--- src/rtl/palette_fx_pkg.sv ---
// Shared types and constants for the palette/fade colour stage.
package palette_fx_pkg;

  typedef enum logic [1:0] {
    IDLE,
    FADE_OUT,
    DARK,
    FADE_IN
  } fade_state_t;

  localparam logic [4:0] LEVEL_MAX = 5'd16;

  // Entry 0 is the rightmost word; each entry is {R, G, B}.
  localparam logic [15:0][11:0] PALETTE = {
    12'h763, 12'h763, 12'h763, 12'h763, 12'h763,
    12'h763, 12'h763, 12'h763, 12'h763, 12'h763,
    12'h442, 12'hF00, 12'hFD7, 12'h6DF, 12'h862, 12'h221
  };

endpackage

--- src/rtl/palette_scale.sv ---
// Combinational brightness scaler: (colour * level) >> 4 for one 4-bit channel.
module palette_scale (
  input  logic [3:0] color_i,
  input  logic [4:0] level_i,
  output logic [3:0] color_o
);

  logic [8:0] product;
  logic       unused_product_msb;

  assign product            = {5'b0, color_i} * {4'b0, level_i};
  // 15 * 16 = 240, so bit 8 never sets for legal levels.
  assign unused_product_msb = product[8];
  assign color_o            = product[7:4];

endmodule

--- src/rtl/palette_fade_ctrl.sv ---
// Palette lookup, vsync-aligned brightness fade sequencer and 2-stage colour pipeline.
// Optional hazard flash enabled with `PALETTE_FLASH_EN.
module palette_fade_ctrl
  import palette_fx_pkg::*;
#(
  parameter int unsigned FRAMES_PER_STEP = 2,
  parameter int unsigned STEP            = 1,
  parameter int unsigned FLASH_FRAMES    = 8
) (
  input  logic       Clk,
  input  logic       Reset_n,
  input  logic       vsync_pulse,
  input  logic       pix_valid,
  input  logic [3:0] pix_index,
  input  logic       fade_out_req,
  input  logic       fade_in_req,
  input  logic       flash_req,
  output logic [3:0] red,
  output logic [3:0] green,
  output logic [3:0] blue,
  output logic       pix_valid_out,
  output logic       busy,
  output logic       fade_done
);

  localparam int unsigned CntW = (FRAMES_PER_STEP > 1) ? $clog2(FRAMES_PER_STEP) : 1;
  localparam logic [CntW-1:0] CntLast = CntW'(FRAMES_PER_STEP - 1);
  localparam logic [4:0] StepLvl = 5'(STEP);

  fade_state_t     state_q, state_d;
  logic [4:0]      level_q, level_d;
  logic [CntW-1:0] frame_cnt_q, frame_cnt_d;
  logic            fade_done_q, fade_done_d;

  logic [5:0] level_sum;
  logic [4:0] level_up, level_dn;
  logic       step_now;
  logic       flash_active;

  always_comb begin
    level_sum = {1'b0, level_q} + {1'b0, StepLvl};
    level_up  = (level_sum >= {1'b0, LEVEL_MAX}) ? LEVEL_MAX : level_sum[4:0];
    level_dn  = (level_q <= StepLvl) ? 5'd0 : level_q - StepLvl;
    step_now  = vsync_pulse && (frame_cnt_q == CntLast);
  end

  // A request that causes a transition suppresses any step on the same vsync.
  always_comb begin
    state_d     = state_q;
    level_d     = level_q;
    frame_cnt_d = frame_cnt_q;
    fade_done_d = 1'b0;
    case (state_q)
      IDLE: begin
        if (fade_out_req) begin
          state_d     = FADE_OUT;
          frame_cnt_d = '0;
        end
      end
      DARK: begin
        if (fade_in_req && !fade_out_req) begin
          state_d     = FADE_IN;
          frame_cnt_d = '0;
        end
      end
      FADE_OUT: begin
        if (fade_in_req && !fade_out_req) begin
          state_d     = FADE_IN;
          frame_cnt_d = '0;
        end else if (step_now) begin
          level_d     = level_dn;
          frame_cnt_d = '0;
          if (level_dn == 5'd0) begin
            state_d     = DARK;
            fade_done_d = 1'b1;
          end
        end else if (vsync_pulse) begin
          frame_cnt_d = frame_cnt_q + CntW'(1);
        end
      end
      FADE_IN: begin
        if (fade_out_req) begin
          state_d     = FADE_OUT;
          frame_cnt_d = '0;
        end else if (step_now) begin
          level_d     = level_up;
          frame_cnt_d = '0;
          if (level_up == LEVEL_MAX) begin
            state_d     = IDLE;
            fade_done_d = 1'b1;
          end
        end else if (vsync_pulse) begin
          frame_cnt_d = frame_cnt_q + CntW'(1);
        end
      end
      default: begin
        state_d = IDLE;
        level_d = LEVEL_MAX;
      end
    endcase
  end

  always_ff @(posedge Clk) begin
    if (!Reset_n) begin
      state_q     <= IDLE;
      level_q     <= LEVEL_MAX;
      frame_cnt_q <= '0;
      fade_done_q <= 1'b0;
    end else begin
      state_q     <= state_d;
      level_q     <= level_d;
      frame_cnt_q <= frame_cnt_d;
      fade_done_q <= fade_done_d;
    end
  end

`ifdef PALETTE_FLASH_EN
  localparam int unsigned FlashW = $clog2(FLASH_FRAMES + 1);

  logic [FlashW-1:0] flash_cnt_q, flash_cnt_d;

  always_comb begin
    flash_cnt_d = flash_cnt_q;
    if (flash_req) begin
      flash_cnt_d = FlashW'(FLASH_FRAMES);
    end else if (vsync_pulse && (flash_cnt_q != '0)) begin
      flash_cnt_d = flash_cnt_q - FlashW'(1);
    end
  end

  always_ff @(posedge Clk) begin
    if (!Reset_n) begin
      flash_cnt_q <= '0;
    end else begin
      flash_cnt_q <= flash_cnt_d;
    end
  end

  assign flash_active = (flash_cnt_q != '0);
`else
  logic unused_flash;

  assign unused_flash = flash_req ^ (FLASH_FRAMES == 0);
  assign flash_active = 1'b0;
`endif

  // S1: palette lookup; the level is captured alongside so S2 scales with entry-time brightness.
  logic        s1_valid_q;
  logic [11:0] s1_rgb_q;
  logic [4:0]  s1_level_q;

  always_ff @(posedge Clk) begin
    if (!Reset_n) begin
      s1_valid_q <= 1'b0;
      s1_rgb_q   <= '0;
      s1_level_q <= LEVEL_MAX;
    end else begin
      s1_valid_q <= pix_valid;
      s1_rgb_q   <= PALETTE[pix_index];
      s1_level_q <= level_q;
    end
  end

  logic [3:0] red_scaled, green_scaled, blue_scaled;
  logic [3:0] red_d, green_d, blue_d;
  logic [3:0] red_q, green_q, blue_q;
  logic       pix_valid_out_q;

  palette_scale u_scale_red (
    .color_i (s1_rgb_q[11:8]),
    .level_i (s1_level_q),
    .color_o (red_scaled)
  );

  palette_scale u_scale_green (
    .color_i (s1_rgb_q[7:4]),
    .level_i (s1_level_q),
    .color_o (green_scaled)
  );

  palette_scale u_scale_blue (
    .color_i (s1_rgb_q[3:0]),
    .level_i (s1_level_q),
    .color_o (blue_scaled)
  );

  always_comb begin
    red_d   = 4'h0;
    green_d = 4'h0;
    blue_d  = 4'h0;
    if (s1_valid_q) begin
      red_d   = flash_active ? 4'hF : red_scaled;
      green_d = green_scaled;
      blue_d  = blue_scaled;
    end
  end

  always_ff @(posedge Clk) begin
    if (!Reset_n) begin
      red_q           <= 4'h0;
      green_q         <= 4'h0;
      blue_q          <= 4'h0;
      pix_valid_out_q <= 1'b0;
    end else begin
      red_q           <= red_d;
      green_q         <= green_d;
      blue_q          <= blue_d;
      pix_valid_out_q <= s1_valid_q;
    end
  end

  assign red           = red_q;
  assign green         = green_q;
  assign blue          = blue_q;
  assign pix_valid_out = pix_valid_out_q;
  assign busy          = (state_q == FADE_OUT) || (state_q == FADE_IN);
  assign fade_done     = fade_done_q;

endmodule

--- config.mk ---
export PLATFORM = sky130hd
export DESIGN_NAME = palette_fade_ctrl
export DESIGN_NICKNAME = d
export VERILOG_FILES = /design/src/rtl/palette_fx_pkg.sv /design/src/rtl/palette_scale.sv /design/src/rtl/palette_fade_ctrl.sv
export SDC_FILE = /design/constraint.sdc
export NUM_CORES = 1
export LEC_CHECK = 0
export BUFFER_PORTS_ARGS = -buffer_cell sky130_fd_sc_hd__buf_2
export CELL_PAD_IN_SITES_DETAIL_PLACEMENT = 1
export CELL_PAD_IN_SITES_GLOBAL_PLACEMENT = 2
export CORE_ASPECT_RATIO = 0.75
export CORE_MARGIN = 8
export CORE_UTILIZATION = 34
export CTS_CLUSTER_DIAMETER = 40
export DETAILED_ROUTE_END_ITERATION = 8
export GPL_TIMING_DRIVEN = 0
export HOLD_SLACK_MARGIN = 0.15
export PLACE_DENSITY = 0.84
export REMOVE_ABC_BUFFERS = 1
export SYNTH_ARGS = -nofsm -noshare
export SYNTH_HDL_FRONTEND = slang
export SYNTH_SLANG_ARGS = --single-unit
--- constraint.sdc ---
create_clock -name Clk -period 2.6 [get_ports Clk]
set_input_delay 0.39 -clock Clk [delete_from_list [all_inputs] [get_ports Clk]]
set_output_delay 0.39 -clock Clk [all_outputs]
set_load 0.02 [all_outputs]
After elaboration in Yosys (flattened, before gate mapping):

Memory sizes are Yosys's and may differ from the RTL's. A register that Yosys moved wholly into a read port is not among the register bits.
Cells that the tools add are included.
W data, S select, Z words.

* add/subtract/negate cells: 3
* multiply operators: 3
* magnitude comparators: 2
* equal/unequal tests: 14
* muxes and demuxes: 30
* reduce and logical (&&, ||, !) cells: 12

Operators with widths (count)
* $mux W5: 6
* $mul A4 B5 Y8: 3
* $mux W2: 8
* $mux W1: 12
* $ne A2 B2 Y1 const B: 6
* $ne A3 B3 Y1 const B: 4
* $pmux W5 S2: 1
* $pmux W2 S4: 1
* $add A5 B1 Y6 const B: 1
* $ge A6 B5 Y1 const B: 1
* $reduce_and A6 Y1: 1
* $eq A5 B5 Y1 const B: 1
* $le A5 B1 Y1 const B: 1
* $logic_not A5 Y1: 1
* $reduce_and A5 Y1: 1
* $sub A5 B1 Y5 const B: 1
* $eq A2 B2 Y1 const B: 2
* $pmux W1 S4: 1
* $reduce_and A2 Y1: 2
* $eq A2 B1 Y1 const B: 1
* $logic_and A1 B1 Y1: 2
* $logic_not A1 Y1: 2
* $logic_not A2 Y1: 1
* $pmux W1 S2: 1
* other kinds (3): 3

* flip-flop bits (word level): 28
* ROM bits: 192
* output and inout bits: 15
* memories kept: 1

Memory list
* (no name shown): words 16, width 12, rd ports 1, clocked after Yosys merged registers in 1, write ports 0, line palette_fade_ctrl.sv:159 `s1_rgb_q <= PALETTE[pix_index];`

Depth between registers and ports, before layout:

Gate-level depths: netlist of the first run.

* depth in word-level cells: 8
* gate-level depth with buffers: 12
* mapped depth without buffers: 12

By module:

From an unflattened synthesis of the first run, not the netlist that was laid out.

* cells, all modules: 338
* area, all modules: 3066.7 µm²

By module, submodules not included
* palette_fade_ctrl: instances 1, cells each 173, area each 1655.3 µm²
* palette_scale: instances 3, cells each 55, area each 470.5 µm²

Worst setup path before layout of the first run:

Ideal clock, no wire load.

* kind: flip-flop to flip-flop
* start point: register s1_level_q[0]
* end point: register green_q[3] (netlist: green[3])
* arrival time: 2731 ps
* setup slack: -259 ps
* stages on the path, launching flop included: 12
* path buffers: 0
* clock period less this slack: 2859 ps
* cell sequence: dfxtp_1 and2_1 inv_1 fa_1 fa_1 inv_1 ha_1 and4_1 a31o_2 a31oi_1 xnor2_1 nor2_1

* word-level cells in the longest chain between the ends: 1

Ends and longest elaborated chain
* from (decl): line palette_fade_ctrl.sv:150 `logic [4:0] s1_level_q;`
* from (signal assigned): line palette_fade_ctrl.sv:160 `s1_level_q <= level_q;`
* $mul A4 B5 Y8: line palette_scale.sv:11 `assign product = {5'b0, color_i} * {4'b0, level_i};`
* to (signal assigned): line palette_fade_ctrl.sv:206 `green_q <= green_d;`
* to (decl): line palette_fade_ctrl.sv:166 `logic [3:0] red_q, green_q, blue_q;`

No other way between the ends.
A chain may end at the register's enable or synchronous reset.

Final worst setup path of the first run:

* start point: register s1_level_q[0]
* end point: register blue_q[2] (netlist: blue[2])

* word-level cells in the longest chain between the ends: 1

Ends and longest elaborated chain
* $mul A4 B5 Y8: line palette_scale.sv:11
* to (signal assigned): line palette_fade_ctrl.sv:207 `blue_q <= blue_d;`
* to (decl): line palette_fade_ctrl.sv:166

No other way between the ends.

==> impl_summary.txt, run 1 <==
----------------------------------------------------
[STA]
  Worst relative slew slack ... 59.14%
  Final number of hold-violating endpoints ... 0
  Min setup slack post-route ... -0.1667 ns
  Maximum operating frequency ... 361.4 MHz
  Setup tns final ... -1.035 ns
  Minimum clock period after layout ... 2.767 ns
  Transition time at the pin with the least slew margin ... 0.6129 ns
  Setup repair after global routing missed its margin ... true
  Part of the cycle the worst path needs ... 106.4%
  Maximum clock skew at final layout ... 0.009699 ns
  Final setup violating endpoints ... 9
  Pins Over Slew Limit ... 0

[Synthesis]
  Most common flop cell mapped by yosys ... sky130_fd_sc_hd__dfxtp_1
  Post-synthesis async set-or-reset flop share ... 0%
  Number of instances in the synthesized netlist ... 315
  Post-synth EDFFs ... 0
  Biggest area consumer among synthesized cells ... sky130_fd_sc_hd__dfxtp_1
  Post-synthesis register bit count ... 37
  Leading post-synthesis cells by cell area ... sky130_fd_sc_hd__dfxtp_1 (26%), sky130_fd_sc_hd__ha_1 (16%), sky130_fd_sc_hd__fa_1 (11%), sky130_fd_sc_hd__and2_1 (6.0%), sky130_fd_sc_hd__inv_1 (4.9%)
  Mean instance size in the synthesized netlist ... 8.961 um2
  Yosys cell types ... 45
  Portion of synthesized cell area occupied by the leading cell type ... 26.24%
  Netlist area before placement ... 2823 um2
  Share of synthesized area occupied by flip-flops and latches ... 26.24%
  Syn. warnings ... 0

[Placed design]
  DPL Wire Length ... 4915 um
  Placed cell area ... 3008 um2
  I/O Buffers ... 24
  Routability cong. ... 0.7754

[Final layout]
  Number of nets in the final layout ... 411
  Count of fill cells added during filler insertion ... 919
  Syn-to-layout area delta ... 21.59%
  Share of post-route cells with drive strength above 1 ... 27.79%
  Area of all placed cells without fillers ... 3432 um2
  Number of inserted diodes ... 0

[Floorplanning]
  Die outline width ... 121.2 um
  Die span in y ... 94.91 um
  Core box area ... 7988 um2
  Row count ... 28
  Initial core utilization ... 35.34%
  I/O pin cnt ... 26
  Floorplan die area ... 11500 um2

[Global routing]
  Wire length of the first global-routing pass ... 11490 um
  Initial antenna violation count ... 0
  Via count of the first global-routing pass ... 2408
  Overflow after GRT ... 0
  Total GRT Usage ... 12.51%
  Maximum number of pins on one net before global-route repair ... 19

[Clock network]
  Total clock buffers created by CTS ... 5
  Clk sinks ... 37
  Deepest clock path buffer count ... 2
  H-tree Lvls ... 2
  CTS clk-pin slew, worst paths ... 0.08 ns
  CTS tree ... done
  Clock latency of the later-clocked register in the worst-skew pair ... 0.29 ns
  CTS Root Cell ... sky130_fd_sc_hd__clkbuf_8
  CTS Hold Bufs ... 0

[Routing]
  DRC violations left ... 0
  Violation count after the first detailed-routing iteration ... 60
  Via count ... 2243
  Antenna viol nets, final ... 0
  Initial DRT Pass Iterations ... 4
  DRT Wirelength ... 6772 um
  Via density per instance ... 4.941
  Average wire per standard cell ... 14.92 um

[Setup path]
  Crit path capture type ... flop
  Crit Path Category ... reg -> reg
  Critical-path maximum fanout ... 5
  Data arrival time of the worst path ... 2.93 ns
  Startpoint type of the worst setup path ... flop
  Worst Path Required ... 2.76 ns

[Pwr]
  Leakage power ... 1.681 nW
  Cell area power density ... 410.2 nW/um2
  Maximum ir drop on the vdd rail ... 261.7 uV

[Outcome]
  Run status ... complete, but fails checks
  Violations in the final reports ... setup timing

[Min path]
  Worst hold-check path type ... in -> reg

[Job]
  Max-cap violations ... 0

----------------------------------------------------
layer usage:
metal | wire (um) | global-route usage (%) | share of wire (%)
met5 | 0 | 0 | 0
met2 | 3178 | 20.84 | 47
met3 | 214 | 3.697 | 3.2
met1 | 3300 | 15.34 | 49
met4 | 79 | 3.889 | 1.2
path summary, 6_finish.rpt:
path | from | to | slack [ns] | cells after the start
setup / recovery | s1_level_q[0]$_SDFF_PN0_ | blue[2]$_SDFF_PN0_ | -0.17 | 11
hold / removal | pix_valid | s1_valid_q$_SDFF_PN0_ | 0.31 | 2
setup reg to reg | s1_level_q[0]$_SDFF_PN0_ | blue[2]$_SDFF_PN0_ | -0.17 | 11
hold reg to reg | frame_cnt_q$_SDFFE_PN0P_ | frame_cnt_q$_SDFFE_PN0P_ | 0.48 | 2
stage by stage:
| step | power, mW | util [%] | hold slack (ns) | std cells | worst slack [ns] |
|---|---|---|---|---|---|
| 5_1_grt | 1.507 | 42.97 | 0.2930 | 454 | -0.2804 |
| 6_report | 1.408 | 42.97 | 0.3054 | 454 | -0.1667 |
| 4_1_cts | 1.423 | 41.96 | 0.2940 | 452 | -0.1787 |
| 3_3_place_gp | 0.9798 | 37.66 | 0.4622 | 434 | -0.5487 |
| 3_5_place_dp | 0.9892 | 37.66 | 0.4710 | 434 | -0.6054 |
| 2_1_floorplan | 0.8918 | - | 0.4493 | 305 | -0.2596 |
critical path: stages (launching register included):
cell and delay, ns:
sky130_fd_sc_hd__dfxtp_4 0.38, sky130_fd_sc_hd__buf_6 0.12, sky130_fd_sc_hd__nand2_4 0.05, sky130_fd_sc_hd__fa_1 0.55
sky130_fd_sc_hd__inv_2 0.04, sky130_fd_sc_hd__fa_1 0.43, sky130_fd_sc_hd__ha_1 0.28, sky130_fd_sc_hd__and4_4 0.16
sky130_fd_sc_hd__a31o_4 0.25, sky130_fd_sc_hd__a21oi_2 0.16, sky130_fd_sc_hd__xor2_1 0.15, sky130_fd_sc_hd__nor2_1 0.05
where the power goes:
group	internal (mW)	switching, mW	total (mW)
Combinational	0.155	0.206	0.361
Clock	0.185	0.228	0.413
Sequential	0.596	0.0371	0.633
Total	0.936	0.471	1.41
cells by family (layout without fill, tap and decap cells):
family	after synthesis	count (layout)	share of synthesized area, %
simple gates	104	104	19.24
fa+ha+maj	52	52	27.04
compound gates	52	52	12.90
buf+inv	47	81	7.269
flops	37	37	26.24
xor+xnor	19	19	5.895
mux	4	4	1.418
placed cells by master, fill, tap and decap left out, drive strengths merged, types with 2 or more instances in the layout:
cell type  count
o211ai         3
a21o           6
a31oi          6
nor2b          4
a21boi         2
nand2         27
xor2           6
o21ai          4
nand2b         3
and4           3
nor3           5
buf           36
or3            2
inv           37
and2          29
clkbuf         5
xnor2         13
ha            37
clkinv         2
nor2          22
a31o           3
mux2i          4
a32oi          4
nand3          3
dfxtp         37
a21oi         16
fa            15
o21bai         2
flip-flops by register name, indices dropped and copies added, names as in the netlist:
name           flops
fade_done          1
red                4
blue               4
s1_rgb_q           9
s1_level_q         5
frame_cnt_q        1
level_q            5
pix_valid_out      1
s1_valid_q         1
state_q            2
green              4
final cells by class:
| class | count | area, um2 | area share, % |
|---|---|---|---|
| clock buffers | 5 | 68.82 | 2.005 |
| clock inverters | 3 | 17.52 | 0.5104 |
| inverters | 37 | 138.9 | 4.047 |
| multi-input cells | 231 | 2088 | 60.85 |
| flip-flops and latches | 37 | 765.7 | 22.31 |
| well taps | 105 | 131.4 | 3.828 |
| repair buffers | 36 | 221.5 | 6.453 |
Yosys cell counts, types with 2 or more instances:
library cell,instances
sky130_fd_sc_hd__o21ai_0,3
sky130_fd_sc_hd__and4_1,3
sky130_fd_sc_hd__o21bai_1,2
sky130_fd_sc_hd__clkbuf_1,5
sky130_fd_sc_hd__a21o_1,6
sky130_fd_sc_hd__o211ai_1,2
sky130_fd_sc_hd__nor3_1,5
sky130_fd_sc_hd__nor2b_1,4
sky130_fd_sc_hd__inv_1,37
sky130_fd_sc_hd__ha_1,37
sky130_fd_sc_hd__a21boi_0,2
sky130_fd_sc_hd__a31oi_1,6
sky130_fd_sc_hd__a21oi_1,16
sky130_fd_sc_hd__nand3_1,3
sky130_fd_sc_hd__and2_1,27
sky130_fd_sc_hd__dfxtp_1,37
sky130_fd_sc_hd__buf_6,2
sky130_fd_sc_hd__xor2_1,6
sky130_fd_sc_hd__nand2b_1,3
sky130_fd_sc_hd__buf_2,2
sky130_fd_sc_hd__a32oi_1,4
sky130_fd_sc_hd__mux2i_1,4
sky130_fd_sc_hd__a31o_2,3
sky130_fd_sc_hd__nor2_1,22
sky130_fd_sc_hd__and2_2,2
sky130_fd_sc_hd__nand2_1,27
sky130_fd_sc_hd__fa_1,15
sky130_fd_sc_hd__xnor2_1,13
timing repair:
action,4_1_cts,5_1_grt
resized for setup,47,14
cloned,0,0
pin swaps,35,8
buffers inserted,10,2
endpoints found under the setup margin,12,12
(Power assumes the default switching activity.)
==> run 2, diff against run 1 <==
- PLACE_DENSITY: 0.84 -> 0.83
- SYNTH_HIERARCHICAL: unset -> 1
==> run 2 against run 1 <==
  * The run still ends with setup timing left
  * Design area up 9.1%
  * First-iteration DRC count up 17%
  * Clock skew down 0.0022 ns
  * Via count up 11%
  * Sequential power up 2%
  * Final cell count up 7.3%
  * Clock-buffer cell count up 1
  * Register-to-register slack better by 0.06 ns
  * Largest cell class unchanged
==> impl_summary.txt, run 2 <==
----------------------------------------------------
[STA]
  Maximum clock skew at final layout ... 0.007475 ns (-0.002224 ns)
  Setup repair after global routing missed its margin ... true
  Worst relative slew slack ... 60.33% (+1.2 points)
  Final number of hold-violating endpoints ... 0 (unchanged)
  Maximum operating frequency ... 369.8 MHz (+2.3%)
  Final setup violating endpoints ... 10 (+1)
  Transition time at the pin with the least slew margin ... 0.5942 ns (-0.01874 ns)
  Pins Over Slew Limit ... 0 (unchanged)
  Part of the cycle the worst path needs ... 104.0% (-2.4 points)
  Minimum clock period after layout ... 2.704 ns (-0.06289 ns)
  Min setup slack post-route ... -0.1038 ns (+0.06289 ns)

[Final layout]
  Number of nets in the final layout ... 437 (+6.3%)
  Area of all placed cells without fillers ... 3745 um2 (+9.1%)
  Commonest non-fill, non-tap cells in the layout ... sky130_fd_sc_hd__ha_1 (33), sky130_fd_sc_hd__nand2_1 (32), sky130_fd_sc_hd__and2_1 (27)
  Share of post-route cells with drive strength above 1 ... 29.60% (+1.8 points)
  Most common cell after layout, fill and taps aside ... sky130_fd_sc_hd__ha_1
  Syn-to-layout area delta ... 22.11%
  Largest regs ... s1_rgb_q (9), level_q (5), s1_level_q (5)
  Register with the most flip-flops ... s1_rgb_q
  Largest register FFs ... 9 (unchanged)
  Final standard cell count with taps included and fillers excluded ... 487 (+7.3%)
  Number of inserted diodes ... 0 (unchanged)

[Global routing]
  Initial antenna violation count ... 0 (unchanged)
  Total GRT Usage ... 12.79% (+0.28 points)
  Via count of the first global-routing pass ... 2589 (+7.5%)
  Overflow after GRT ... 0 (unchanged)
  Wire length of the first global-routing pass ... 12910 um (+12%)
  Maximum number of pins on one net before global-route repair ... 23 (+4)

[Synthesis]
  Mean instance size in the synthesized netlist ... 9.073 um2 (+1.3%)
  Leading post-synthesis cells by instance count ... sky130_fd_sc_hd__dfxtp_1 (37), sky130_fd_sc_hd__ha_1 (37), sky130_fd_sc_hd__nand2_1 (36)
  Leading post-synthesis cells by cell area ... sky130_fd_sc_hd__dfxtp_1 (24%), sky130_fd_sc_hd__ha_1 (15%), sky130_fd_sc_hd__fa_1 (9.8%), sky130_fd_sc_hd__and2_1 (6.1%), sky130_fd_sc_hd__nand2_1 (4.4%)
  Most common flop cell mapped by yosys ... sky130_fd_sc_hd__dfxtp_1
  Post-synth EDFFs ... 0 (unchanged)
  Syn. warnings ... 6 (+6)
  Biggest area consumer among synthesized cells ... sky130_fd_sc_hd__dfxtp_1
  Post-synthesis async set-or-reset flop share ... 0% (unchanged)
  Portion of synthesized cell area occupied by the leading cell type ... 24.15% (-2.1 points)
  Yosys cell types ... 53 (+18%)
  Post-synthesis register bit count ... 37 (unchanged)
  Share of synthesized area occupied by flip-flops and latches ... 24.15% (-2.1 points)
  Netlist area before placement ... 3067 um2 (+8.6%)
  Number of instances in the synthesized netlist ... 338 (+7.3%)

[Clock network]
  H-tree Lvls ... 2 (unchanged)
  CTS Hold Bufs ... 0 (unchanged)
  CTS tree ... done
  Clock latency of the later-clocked register in the worst-skew pair ... 0.29 ns (about the same)
  CTS clk-pin slew, worst paths ... 0.06 ns (-0.02 ns)
  Total clock buffers created by CTS ... 5 (unchanged)
  Deepest clock path buffer count ... 2 (unchanged)
  CTS Root Cell ... sky130_fd_sc_hd__clkbuf_16
  Clk sinks ... 37 (unchanged)

[Min path]
  Worst hold-check path type ... in -> reg

[Job]
  Max-cap violations ... 0 (unchanged)

[Outcome]
  Violations in the final reports ... setup timing
  Run status ... complete, but fails checks

[Pwr]
  Leakage power ... 1.825 nW (+8.5%)
  Cell area power density ... 473.9 nW/um2 (+16%)
  Maximum ir drop on the vdd rail ... 245.5 uV (-6.2%)
  Total power of the final layout ... 1.775 mW (+26%)

[Placed design]
  DPL Wire Length ... 5310 um (+8.0%)
  Routability cong. ... 0.7766 (+0.15%)
  Worst setup slack after placement ... -0.4765 ns (+0.1290 ns)
  I/O Buffers ... 24 (unchanged)
  Placed cell area ... 3268 um2 (+8.7%)
  Placed Cells ... 464 (+6.9%)

[Routing]
  Antenna viol nets, final ... 0 (unchanged)
  DRT Wirelength ... 7623 um (+13%)
  Violation count after the first detailed-routing iteration ... 70 (+17%)
  Via density per instance ... 5.107 (+3.4%)
  DRC violations left ... 0 (unchanged)
  Initial DRT Pass Iterations ... 4 (unchanged)
  Average wire per standard cell ... 15.65 um (+4.9%)
  Via count ... 2487 (+11%)

[Setup path]
  Data arrival time of the worst path ... 2.89 ns (-0.04 ns)
  Critical-path maximum fanout ... 8 (+3)
  Startpoint type of the worst setup path ... flop
  Crit path capture type ... flop
  Worst Path Required ... 2.79 ns (+0.03 ns)
  Crit Path Category ... reg -> reg

[Floorplanning]
  I/O pin cnt ... 26 (unchanged)
  Initial core utilization ... 34.47% (-0.87 points)
  Core box area ... 8896 um2 (+11%)
  Die outline width ... 125.7 um (+3.7%)
  Row count ... 30 (+7.1%)
  Die span in y ... 98.25 um (+3.5%)
  Floorplan die area ... 12350 um2 (+7.3%)

----------------------------------------------------
-- run 2: cell count changes in the layout (fill, tap and decap cells not counted), sizes merged, moves of 4 or more --
cell / delta
inv: -8
and3: +13
and2: +7
nand4: +5
nor2: -8
xor2: +4
a21o: -6
o21ai: +6
a21oi: +5
nand2: +9
-- run 2: worst paths after layout --
path,startpoint,to,slack [ns],depth (start not counted)
min reg2reg,state_q[1]$_SDFFE_PN0P_,state_q[1]$_SDFFE_PN0P_,0.54,2
max,s1_level_q[1]$_SDFF_PN0_,blue[3]$_SDFF_PN0_,-0.10,11
min,pix_valid,s1_valid_q$_SDFF_PN0_,0.31,2
max reg2reg,s1_level_q[1]$_SDFF_PN0_,blue[3]$_SDFF_PN0_,-0.10,11
-- run 2: repair_timing --
item,4_1_cts,5_1_grt
resized for setup,39,13
setup endpoints to repair,12,12
pin swaps,20,16
buffers inserted,14,1
-- run 2: area by class of cell --
cell class                      count  area (um2)
Clock inverter                      2       37.54
Clock buffer                        6       138.9
Tap cell                          112       140.1
Fill cell                        1015        5151
Multi-Input combinational cell    262        2316
Timing Repair Buffer               39       236.5
Inverter                           29       108.9
Sequential cell                    37       767.0
-- run 2: logic make-up (layout without fill, tap and decap cells) --
family          Yosys count  after routing  synth area share [%]
fa+ha+maj                52             52                 24.89
mux                       3              3                 1.387
compound gates           59             59                 14.40
buf+inv                  39             76                 5.467
xor+xnor                 20             20                 5.712
flops                    37             37                 24.15
simple gates            128            128                 23.99
-- run 2: worst max-delay path, stage by stage, from the launching register on --
cell	delay, ns
sky130_fd_sc_hd__dfxtp_4	0.40
sky130_fd_sc_hd__buf_6	0.12
sky130_fd_sc_hd__nand2_4	0.04
sky130_fd_sc_hd__fa_1	0.52
sky130_fd_sc_hd__inv_2	0.05
sky130_fd_sc_hd__fa_2	0.50
sky130_fd_sc_hd__ha_4	0.30
sky130_fd_sc_hd__nand4_4	0.07
sky130_fd_sc_hd__nor2_1	0.15
sky130_fd_sc_hd__a41oi_2	0.15
sky130_fd_sc_hd__xnor2_1	0.14
sky130_fd_sc_hd__and3_1	0.17
-- run 2: routing by layer --
metal,up-vias,global-route usage (%),wire (um)
li1,1222,-,-
met1,1231,16.03,3635
met2,26,20.96,3633
met3,8,3.375,269
met4,0,3.918,85
met5,-,0,0
-- run 2: power breakdown --
part | leakage (nW) | internal, mW | total [mW] | switching, mW
clock network | 0.0831 | 0.479 | 0.730 | 0.252
registers | 0.307 | 0.597 | 0.644 | 0.0467
logic | 1.43 | 0.174 | 0.401 | 0.227
-- run 2: per-stage QoR --
step	TNS [ns]	utilization (%)	hold WS, ns
floorplan	-0.9522	-	0.4616
global placement	-3.756	36.74	0.5135
detailed placement	-4.431	36.74	0.5315
CTS	-0.8119	41.50	0.2998
global route	-1.950	42.10	0.3202
finish	-0.6615	42.10	0.3054
